### src/rtl/aud_i2s_tx.sv
// Stereo DAC serializer: one-frame holding buffer feeding an MSB-first shifter
// aligned to codec-mastered BCLK/DACLRCK, with I2S or left-justified framing.
module aud_i2s_tx #(
   parameter int DATA_W = 16,
   parameter int MODE   = 0,
   parameter int STEREO = 1
) (
   input  logic              i_bclk,
   input  logic              i_rst_n,
   input  logic              i_en,
   input  logic              i_daclrck,
   input  logic              i_valid,
   input  logic [DATA_W-1:0] i_left,
   input  logic [DATA_W-1:0] i_right,
   output logic              o_ready,
   output logic              o_aud_dacdat,
   output logic              o_underrun,
   output logic [7:0]        o_underrun_cnt,
   output logic              o_busy
);
   localparam int               CNT_W   = $clog2(DATA_W + 1);
   localparam logic [CNT_W-1:0] CNT_MAX = CNT_W'(DATA_W);

   localparam logic [1:0] ST_IDLE  = 2'd0;
   localparam logic [1:0] ST_SYNC  = 2'd1;
   localparam logic [1:0] ST_LEFT  = 2'd2;
   localparam logic [1:0] ST_RIGHT = 2'd3;

   logic [1:0]        state_reg, state_next;
   logic              lrck_q;
   logic              buf_full_reg;
   logic [DATA_W-1:0] buf_left_reg, buf_right_reg;
   logic [DATA_W-1:0] shift_reg, right_hold_reg;
   logic [CNT_W-1:0]  cnt_reg;

   logic              frame_start, right_start, xfer;
   logic              frame_load, chan_start, active_next;
   logic [DATA_W-1:0] chan_data, right_in;

   assign frame_start = lrck_q & ~i_daclrck;
   assign right_start = ~lrck_q & i_daclrck;
   assign o_ready     = ~buf_full_reg & i_en;
   assign xfer        = i_valid & o_ready;
   assign right_in    = (STEREO != 0) ? i_right : i_left;
   assign o_busy      = (state_reg == ST_LEFT) || (state_reg == ST_RIGHT);
   assign active_next = (state_next == ST_LEFT) || (state_next == ST_RIGHT);

   always_comb begin
      state_next = state_reg;
      frame_load = 1'b0;
      chan_start = 1'b0;
      chan_data  = right_hold_reg;
      case (state_reg)
         ST_IDLE:  if (i_en) state_next = ST_SYNC;
         ST_SYNC:  if (frame_start) begin
                      state_next = ST_LEFT;
                      frame_load = 1'b1;
                   end
         ST_LEFT:  if (right_start) begin
                      state_next = ST_RIGHT;
                      chan_start = 1'b1;
                   end
         ST_RIGHT: if (frame_start) begin
                      if (i_en) begin
                         state_next = ST_LEFT;
                         frame_load = 1'b1;
                      end else begin
                         state_next = ST_IDLE;
                      end
                   end
         default:  state_next = ST_IDLE;
      endcase
      // An empty buffer at frame start plays silence on both channels
      if (frame_load) begin
         chan_start = 1'b1;
         chan_data  = buf_full_reg ? buf_left_reg : '0;
      end
   end

   always_ff @(negedge i_bclk or negedge i_rst_n) begin
      if (!i_rst_n) begin
         state_reg      <= ST_IDLE;
         lrck_q         <= 1'b0;
         buf_full_reg   <= 1'b0;
         buf_left_reg   <= '0;
         buf_right_reg  <= '0;
         shift_reg      <= '0;
         right_hold_reg <= '0;
         cnt_reg        <= '0;
         o_aud_dacdat   <= 1'b0;
         o_underrun     <= 1'b0;
         o_underrun_cnt <= 8'd0;
      end else begin
         lrck_q     <= i_daclrck;
         state_reg  <= state_next;
         o_underrun <= frame_load & ~buf_full_reg;

         if (frame_load & ~buf_full_reg & (o_underrun_cnt != 8'hFF))
            o_underrun_cnt <= o_underrun_cnt + 8'd1;

         if (frame_load)
            right_hold_reg <= buf_full_reg ? buf_right_reg : '0;

         // A transfer can only happen with the buffer empty, so it never races the load
         if (xfer) begin
            buf_left_reg  <= i_left;
            buf_right_reg <= right_in;
            buf_full_reg  <= 1'b1;
         end else if ((state_reg == ST_IDLE) || (frame_load & buf_full_reg)) begin
            buf_full_reg <= 1'b0;
         end

         if (chan_start) begin
            if (MODE == 1) begin
               o_aud_dacdat <= chan_data[DATA_W-1];
               shift_reg    <= chan_data << 1;
               cnt_reg      <= CNT_W'(1);
            end else begin
               o_aud_dacdat <= 1'b0;
               shift_reg    <= chan_data;
               cnt_reg      <= '0;
            end
         end else if (active_next && (cnt_reg != CNT_MAX)) begin
            o_aud_dacdat <= shift_reg[DATA_W-1];
            shift_reg    <= shift_reg << 1;
            cnt_reg      <= cnt_reg + CNT_W'(1);
         end else begin
            o_aud_dacdat <= 1'b0;
         end
      end
   end
endmodule

### config.mk
export PLATFORM = sky130hd
export DESIGN_NAME = aud_i2s_tx
export DESIGN_NICKNAME = d
export VERILOG_FILES = /design/src/rtl/aud_i2s_tx.sv
export SDC_FILE = /design/constraint.sdc
export NUM_CORES = 1
export LEC_CHECK = 0
export CAP_MARGIN = 20
export CORE_UTILIZATION = 37
export CTS_CLUSTER_SIZE = 10
export DETAILED_ROUTE_END_ITERATION = 6
export PLACE_DENSITY = 0.61
export SLEW_MARGIN = 20
export SYNTH_ARGS = -nofsm -noshare
export SYNTH_HDL_FRONTEND = slang
export SYNTH_SLANG_ARGS = --single-unit
### constraint.sdc
create_clock -name i_bclk -period 4.2 [get_ports i_bclk]
set_input_delay 1.26 -clock i_bclk [delete_from_list [all_inputs] [get_ports i_bclk]]
set_output_delay 1.26 -clock i_bclk [all_outputs]
set_load 0.02 [all_outputs]
==> qor.yml, run 1 <==
outcome: "finished with violations"
violations: "setup timing"
wl_mm: 8.768
hp-class: "flip-flop to flip-flop"
final_core_util: 0.5864
synth_edf_count: 0
crit_fanout: 2
ant_nets: 0
cap_viol_max_count: 0
maxSlewViolCount: 0
max-vdd-ir-drop_mv: 0.2481
worstPathArrival_ns: 3.07
hpwlAfterDp_mm: 4.941
area_delta_synth_final_pct: 51.66
ios: 49
crit_chain: "nor2b_4 > buf_6"
clock_latency_ns: 0.34
grt_pass1_vias: 2898
vias: 2820
die_x_um: 101.0
syn_inst: 322
rows: 35
gp_routability_congestion: 0.7296
first_pass_iters: 5
die-area_um2: 10190
synth_nets: 362
synth_seq_area_share: 0.5732
numCtsBuffers: 9
die-height_um: 101.0
path_class: "flip-flop to output port"
p_leak_uw: 0.002616
rsz0062_at_grt: "yes"
antenna_cells: 0
grt_pass1_wl_mm: 14.01
avgSynthCellArea_um2: 11.25
ctsHoldBuffers: 0
relSlewSlack: 0.5873
cts_tree: "yes"
setup_viol: 71
port_buffers: 48
syn-cell-area_um2: 3623
start_util: 0.3866
clockRootBuffer: "clkbuf_8"
layout_setup_ws_ns: -0.1332
cp_top_family: "flip-flops"
clockBufferDepth: 2
setup_tns_ns: -4.943
cp-end-kind: "output port"
antenna_found_initial: 0
worst-path-buf-inv: 1
grt_overflow_total: 0
place_worst_setup_slack_ns: -1.019
dp.cells: 509
hold_violations: 0
critPathMaxStageDelay_ns: 0.37
grt_use_total: 0.1792
worst_slew_pin_slew_ns: 0.6190
drtIter0Drc: 126
nNetsFinal: 458
synthArstFlopShare: 1.000
clkSlewWorstSetupHoldPaths_ns: 0.06
nFillCells: 784
drive_gt1_frac: 0.3948
crit_path_start_kind: "flip-flop"
crit_slowest_cell: "dfrtn_1"
yosys_register_bits: 83
wire_per_inst_um: 15.88
fin_cells: 552
powerDensity_nw_per_um2: 664.2
fin_skew_ns: 0.007268
cp_data_required_time_ns: 2.94
synth_top_flop_cell: "dfrtn_1"
ctsHtreeMaxLevel: 3
viasPerCell: 5.109
clock-sinks: 83
ys_types: 37
coreArea_um2: 9371
grt_max_degree: 84
yosys_warnings: 0
drc: 0
## cell type report
type	count	area (um^2)	share of cell area
sequential	83	2077	0.3780
tap	129	161.4	0.02937
clock inverter	7	100.1	0.01821
inverter	11	41.29	0.007514
multi-input combinational	210	1888	0.3436
clock buffer	9	123.9	0.02254
timing repair buffer	103	1104	0.2008
## worst min-delay path, delay by kind of cell, from the launching register on
family,cells,cell delay (ns)
flip-flops,1,0.41
AND/OR/NAND/NOR,2,0.10
## final timing paths
path	from	to	slack, ns	cells after the start
max in group asynchronous	i_rst_n	buf_left_reg[5]	0.90	2
min reg2reg	right_hold_reg[13]	right_hold_reg[13]	0.42	2
max	buf_full_reg	o_ready	-0.13	2
min in group asynchronous	i_rst_n	cnt_reg[3]	2.92	2
min	right_hold_reg[13]	right_hold_reg[13]	0.42	2
max reg2reg	o_underrun_cnt[4]	o_underrun_cnt[1]	2.08	7
## cell usage in the layout, fill, tap and decap left out, types with 2 or more instances in the layout
master / instances
a21oi_1: 14
a21oi_2: 4
a32oi_1: 4
and2_4: 2
and4_1: 2
buf_12: 7
buf_4: 33
buf_6: 23
buf_8: 5
bufinv_16: 2
clkbuf_8: 9
clkdlybuf4s50_1: 32
clkinvlp_4: 3
dfrtn_1: 83
ha_1: 3
inv_1: 11
inv_6: 2
mux2_4: 33
nand2_1: 50
nand2_2: 2
nand2_4: 2
nand3_1: 20
nand3b_1: 2
nor2_1: 16
nor4_4: 2
nor4b_4: 2
o21ai_0: 3
o21ai_1: 2
o221a_4: 13
o221ai_2: 2
or3_1: 3
xor2_1: 7
## timing repair
| item | 4_1_cts | 5_1_grt |
|---|---|---|
| pin swaps | 26 | 6 |
| setup endpoints to repair | 93 | 82 |
| hold endpoints to repair | 0 | 0 |
| gates cloned | 3 | 2 |
| resized for setup | 142 | 47 |
| buffers inserted | 17 | 7 |
## kinds of logic after synthesis
kind of cell / synth area share
muxes: 0.1064
AOI/OAI and AO/OA: 0.09599
buffers and inverters: 0.03729
xor gates and xnor gates: 0.01692
adders and majority gates: 0.01036
DFF: 0.5732
and+or+nand+nor: 0.1599
## power breakdown
group	switching (uW)	internal, uW
registers	266	1200
logic	647	893
clock network	307	339
## cell usage after synthesis (all sizes together) (2+ instances only)
cell	n	area share
o221ai	2	0.0048
o21ai	6	0.0083
nand2	54	0.056
o31ai	2	0.0041
nor4	2	0.0035
nor2	17	0.018
inv	11	0.011
ha	3	0.010
xor2	7	0.017
or3	4	0.0069
nor3b	2	0.0041
and4bb	2	0.0069
buf	11	0.017
nor4b	2	0.0083
nand3b	2	0.0041
nand3	22	0.032
mux2	33	0.10
a21oi	19	0.026
a32oi	4	0.0097
clkbuf	9	0.0093
dfrtn	83	0.57
and4	2	0.0048
o221a	13	0.040
## layer usage
metal,vias up,wire length [um],GRT usage
met5,-,0,0
met4,0,195,0.07023
met3,23,257,0.03398
met2,60,4365,0.3114
met1,1416,3949,0.2198
li1,1321,-,-
## through the flow
| step | total power, uW | area (um^2) | hold WS [ns] |
|---|---|---|---|
| 6_report | 3650 | 5495 | 0.4170 |
| 5_1_grt | 3860 | 5495 | 0.4449 |
| 4_1_cts | 3466 | 5244 | 0.4203 |
| 3_5_place_dp | 2510 | 4499 | 0.4184 |
| 3_3_place_gp | 2466 | 4499 | 0.4137 |
| 2_1_floorplan | 2144 | 3745 | 0.4000 |
Power figures use the tool's default switching activity.
==> run 2, diff against run 1 <==
- CELL_PAD_IN_SITES_DETAIL_PLACEMENT: not set -> 1
- CELL_PAD_IN_SITES_GLOBAL_PLACEMENT: not set -> 2
- CORE_UTILIZATION: 37 -> 39
- PLACE_DENSITY: 0.61 -> 0.88
- RECOVER_POWER: not set -> 100
==> qor.yml, run 2 (synthesis results as in run 1) <==
outcome: "finished with violations"
violations: "DRC, setup timing"
vias: 2899
place_area_um2: 4513
setup_viol: 73
total_power_uw: 3513
wl_mm: 10.55
die-height_um: 98.39
maxSlewViolCount: 0
grt_pass1_vias: 3260
hold-worst-slack_ns: 0.4253
first_pass_iters: 6
numCtsBuffers: 9
start_util: 0.4095
hp-class: "flip-flop to flip-flop"
cp_data_required_time_ns: 2.29
ctsHtreeMaxLevel: 3
grt_overflow_total: 0
drtIter0Drc: 123
port_buffers: 48
ios: 49
critPathMaxStageDelay_ns: 0.34
ant_nets: 0
final_core_util: 0.6049
hpwlAfterDp_mm: 5.520
crit_fanout: 7
clockBufferDepth: 2
rows: 34
worstPathArrival_ns: 2.45
die_x_um: 98.39
clockRootBuffer: "clkbuf_8"
powerDensity_nw_per_um2: 656.3
min-delay-start: "right_hold_reg[9]"
combPwrFrac: 0.432
timing.rr.start: "o_underrun_cnt[5]"
p_seq_frac: 0.423
reg2reg_slack_ns: 2.03
worst_r2r_endpoint: "o_underrun_cnt[1]"
fin_skew_ns: 0.009173
hold_violations: 0
hold_depth: 2
wire_per_inst_um: 19.87
mostFrequentLayoutCell: "dfrtn_1"
layout_common_cells: "dfrtn_1, nand2_1, clkdlybuf4s50_1"
grt_use_total: 0.2305
clock_latency_ns: 0.35
crit_chain: "buf_6 > and3b_2 > nor3b_4 > nand2_4 > o221a_4"
final_area_um2: 5353
max-vdd-ir-drop_mv: 0.2678
worst_slew_pin_slew_ns: 1.046
crit_path_start_kind: "input port"
cts_tree: "yes"
power_switching_uw: 1261
p_int_uw: 2251
netSwitchingFraction: 0.3591
layout_setup_ws_ns: -0.1621
cp-end-kind: "flip-flop"
min_to: "right_hold_reg[9]"
pwr-share-clk: 0.145
grt_max_degree: 48
drc: 3
antenna_found_initial: 0
antenna_cells: 0
path_class: "input port to flip-flop"
relSlewSlack: 0.3028
rsz0062_at_grt: "yes"
worst-path-buf-inv: 1
nNetsFinal: 458
p_leak_uw: 0.002517
grt_pass1_wl_mm: 16.93
coreArea_um2: 8848
cp_top_family: "simple AND/OR/NAND/NOR gates"
crit_slowest_cell: "nor3b_4"
ctsHoldBuffers: 0
cap_viol_max_count: 0
nFillCells: 907
ff2ff_path_depth: 7
clkSlewWorstSetupHoldPaths_ns: 0.06
area_delta_synth_final_pct: 47.72
clock-sinks: 83
gp_routability_congestion: 0.7692
die-area_um2: 9681
drive_gt1_frac: 0.3830
viasPerCell: 5.460
run 2: area by class of cell:
class	instances	area [um^2]	area share
Clock buffer	10	127.6	0.02384
Inverter	11	41.29	0.007714
Multi-Input combinational cell	211	1826	0.3410
Sequential cell	83	2077	0.3880
Clock inverter	6	32.53	0.006078
Timing Repair Buffer	102	1114	0.2080
Tap cell	108	135.1	0.02525
run 2: what timing repair did:
action | in CTS | in global routing
setup endpoints to repair | 93 | 89
resized for setup | 136 | 26
setup buffers | 14 | 6
cloned | 7 | 1
pin swaps | 23 | 10
hold endpoints to repair | 0 | 0
run 2: worst max path at each step:
stage / from / end / cells after the start
6_report: i_daclrck / shift_reg[14] / 5
5_1_grt: i_daclrck / o_underrun_cnt[3] / 6
4_1_cts: buf_full_reg / o_ready / 2
3_5_place_dp: i_daclrck / cnt_reg[2] / 6
3_3_place_gp: i_daclrck / cnt_reg[2] / 6
2_1_floorplan: i_daclrck / shift_reg[10] / 6
run 2: per-stage QoR:
stage | setup WS [ns] | instances | TNS, ns
2_1_floorplan | -0.3016 | 322 | -9.953
3_3_place_gp | -0.8729 | 490 | -57.06
3_5_place_dp | -0.9150 | 490 | -59.18
4_1_cts | -0.1618 | 527 | -4.528
5_1_grt | -0.2118 | 531 | -9.388
6_report | -0.1621 | 531 | -5.953
run 2: worst reg2reg max path, delay by kind of cell (launching register included):
kind / cells / cell delay (ns)
simple gates: 3 / 0.98
mux: 1 / 0.31
buf+inv: 3 / 0.31
flops: 1 / 0.42
run 2: layer usage:
layer	track usage	routed length, um	vias up
li1	-	-	1325
met1	0.2594	4149	1471
met2	0.4133	5732	74
met3	0.05655	337	29
met4	0.1022	331	0
met5	0	0	-
run 2: power groups by stage:
stage	combinational, uW	clock [uW]	sequential [uW]
after floorplan	752	0	1390
after global placement	1060	0	1420
after detailed placement	1100	0	1430
after CTS	1390	519	1450
after global routing	1630	555	1520
final	1520	509	1490
==> run 3, diff against run 2 <==
- PLACE_DENSITY: 0.88 -> not set
- PLACE_DENSITY_LB_ADDON: not set -> 0.2
==> qor.yml, run 3 (synthesis results as in run 1) <==
ant_nets: 0
antenna_found_initial: 0
drtIter0Drc: 93
nNetsFinal: 468
grt_pass1_wl_mm: 16.90
ctsHoldBuffers: 0
gp_routability_congestion: 0.7620
layout_setup_ws_ns: -0.1797
crit_slowest_cell: "and3b_2"
layout_common_cells: "dfrtn_1, buf_4, buf_6, clkdlybuf4s50_1, nand2_1"
clock-sinks: 83
ff2ff_path_depth: 9
p_leak_uw: 0.002620
crit_chain: "buf_6 > and3b_2 > buf_12 > nand3_4 > nor2_4 > mux2_4"
relSlewSlack: 0.3692
clock_latency_ns: 0.33
place_worst_setup_slack_ns: -0.9217
wire_per_inst_um: 19.73
grt_overflow_total: 0
port_buffers: 48
worst-path-buf-inv: 2
die_x_um: 98.39
ctsHtreeMaxLevel: 3
outcome: "finished with violations"
wl_mm: 10.65
maxSlewViolCount: 0
coreArea_um2: 8848
hold_depth: 2
crit_cells: 6
cp_data_required_time_ns: 2.29
rsz0062_at_grt: "yes"
crit_fanout: 8
hpwlAfterDp_mm: 5.582
hold_violations: 0
drc: 0
rows: 34
start_util: 0.4095
die-area_um2: 9681
die-height_um: 98.39
viasPerCell: 5.324
ios: 49
total_power_uw: 3723
violations: "setup timing"
powerDensity_nw_per_um2: 664.9
nFillCells: 903
clockBufferDepth: 2
hold-worst-slack_ns: 0.4562
worstPathArrival_ns: 2.47
worst_slew_pin_slew_ns: 0.9461
mostFrequentLayoutCell: "dfrtn_1"
clockRootBuffer: "clkbuf_8"
numCtsBuffers: 9
drive_gt1_frac: 0.4722
first_pass_iters: 6
setup_viol: 65
cp-end-kind: "flip-flop"
cts_tree: "yes"
grt_max_degree: 41
grt_use_total: 0.2281
vias: 2875
clkSlewWorstSetupHoldPaths_ns: 0.06
antenna_cells: 0
max-vdd-ir-drop_mv: 0.2843
area_delta_synth_final_pct: 54.52
hp-class: "flip-flop to flip-flop"
cp_top_family: "simple AND/OR/NAND/NOR gates"
cap_viol_max_count: 0
critPathMaxStageDelay_ns: 0.35
path_class: "input port to flip-flop"
crit_path_start_kind: "input port"
fin_skew_ns: 0.008645
grt_pass1_vias: 3221
## run 3: final timing paths
| check | start | to | slack (ns) |
|---|---|---|---|
| max reg2reg | o_underrun_cnt[3] | o_underrun_cnt[0] | 2.02 |
| max | i_daclrck | o_underrun_cnt[1] | -0.18 |
| min reg2reg | right_hold_reg[5] | right_hold_reg[5] | 0.46 |
| max in group asynchronous | i_rst_n | buf_left_reg[9] | 0.19 |
| min in group asynchronous | i_rst_n | state_reg[0] | 3.02 |
| min | right_hold_reg[5] | right_hold_reg[5] | 0.46 |
## run 3: power breakdown
group / internal [uW] / total (uW) / switching [uW] / leakage (uW)
clock: 304 / 588 / 283 / 0.0000995
sequential: 1200 / 1500 / 304 / 0.00102
combinational: 917 / 1630 / 716 / 0.00150
total: 2420 / 3720 / 1300 / 0.00262
## run 3: repair_timing
action | in CTS | in global routing
resized for setup | 141 | 73
buffers inserted | 27 | 8
pin swaps | 18 | 34
cloned | 6 | 0
endpoints found under the setup margin | 93 | 73
## run 3: final cells by class
type / instances / area (um^2) / share of cell area
Clock inverter: 2 / 35.03 / 0.006257
Sequential cell: 83 / 2077 / 0.3709
Inverter: 11 / 41.29 / 0.007374
Multi-Input combinational cell: 211 / 1999 / 0.3571
Tap cell: 108 / 135.1 / 0.02413
Timing Repair Buffer: 112 / 1152 / 0.2058
Clock buffer: 13 / 158.9 / 0.02838
## run 3: through the flow
| step | TNS (ns) | utilization | cell area (um^2) | std cells |
|---|---|---|---|---|
| floorplan | -9.953 | - | 3745 | 322 |
| global placement | -56.81 | 0.5066 | 4483 | 486 |
| detailed placement | -60.31 | 0.5066 | 4483 | 486 |
| CTS | -3.067 | 0.6025 | 5331 | 534 |
| global route | -8.626 | 0.6328 | 5599 | 540 |
| finish | -4.938 | 0.6328 | 5599 | 540 |
## run 3: tightest hold or removal path, cell delays in order (launching register included)
cell     delay (ns)
dfrtn_1        0.44
nand2_2        0.06
nand2_1        0.05
## run 3: routing by layer
layer  vias up  track usage  share of wire
met5         -            0              0
met4         0      0.07118          0.014
met3        15      0.04009          0.024
met2        41       0.4020           0.53
met1      1473       0.2854           0.43
li1       1346            -              -
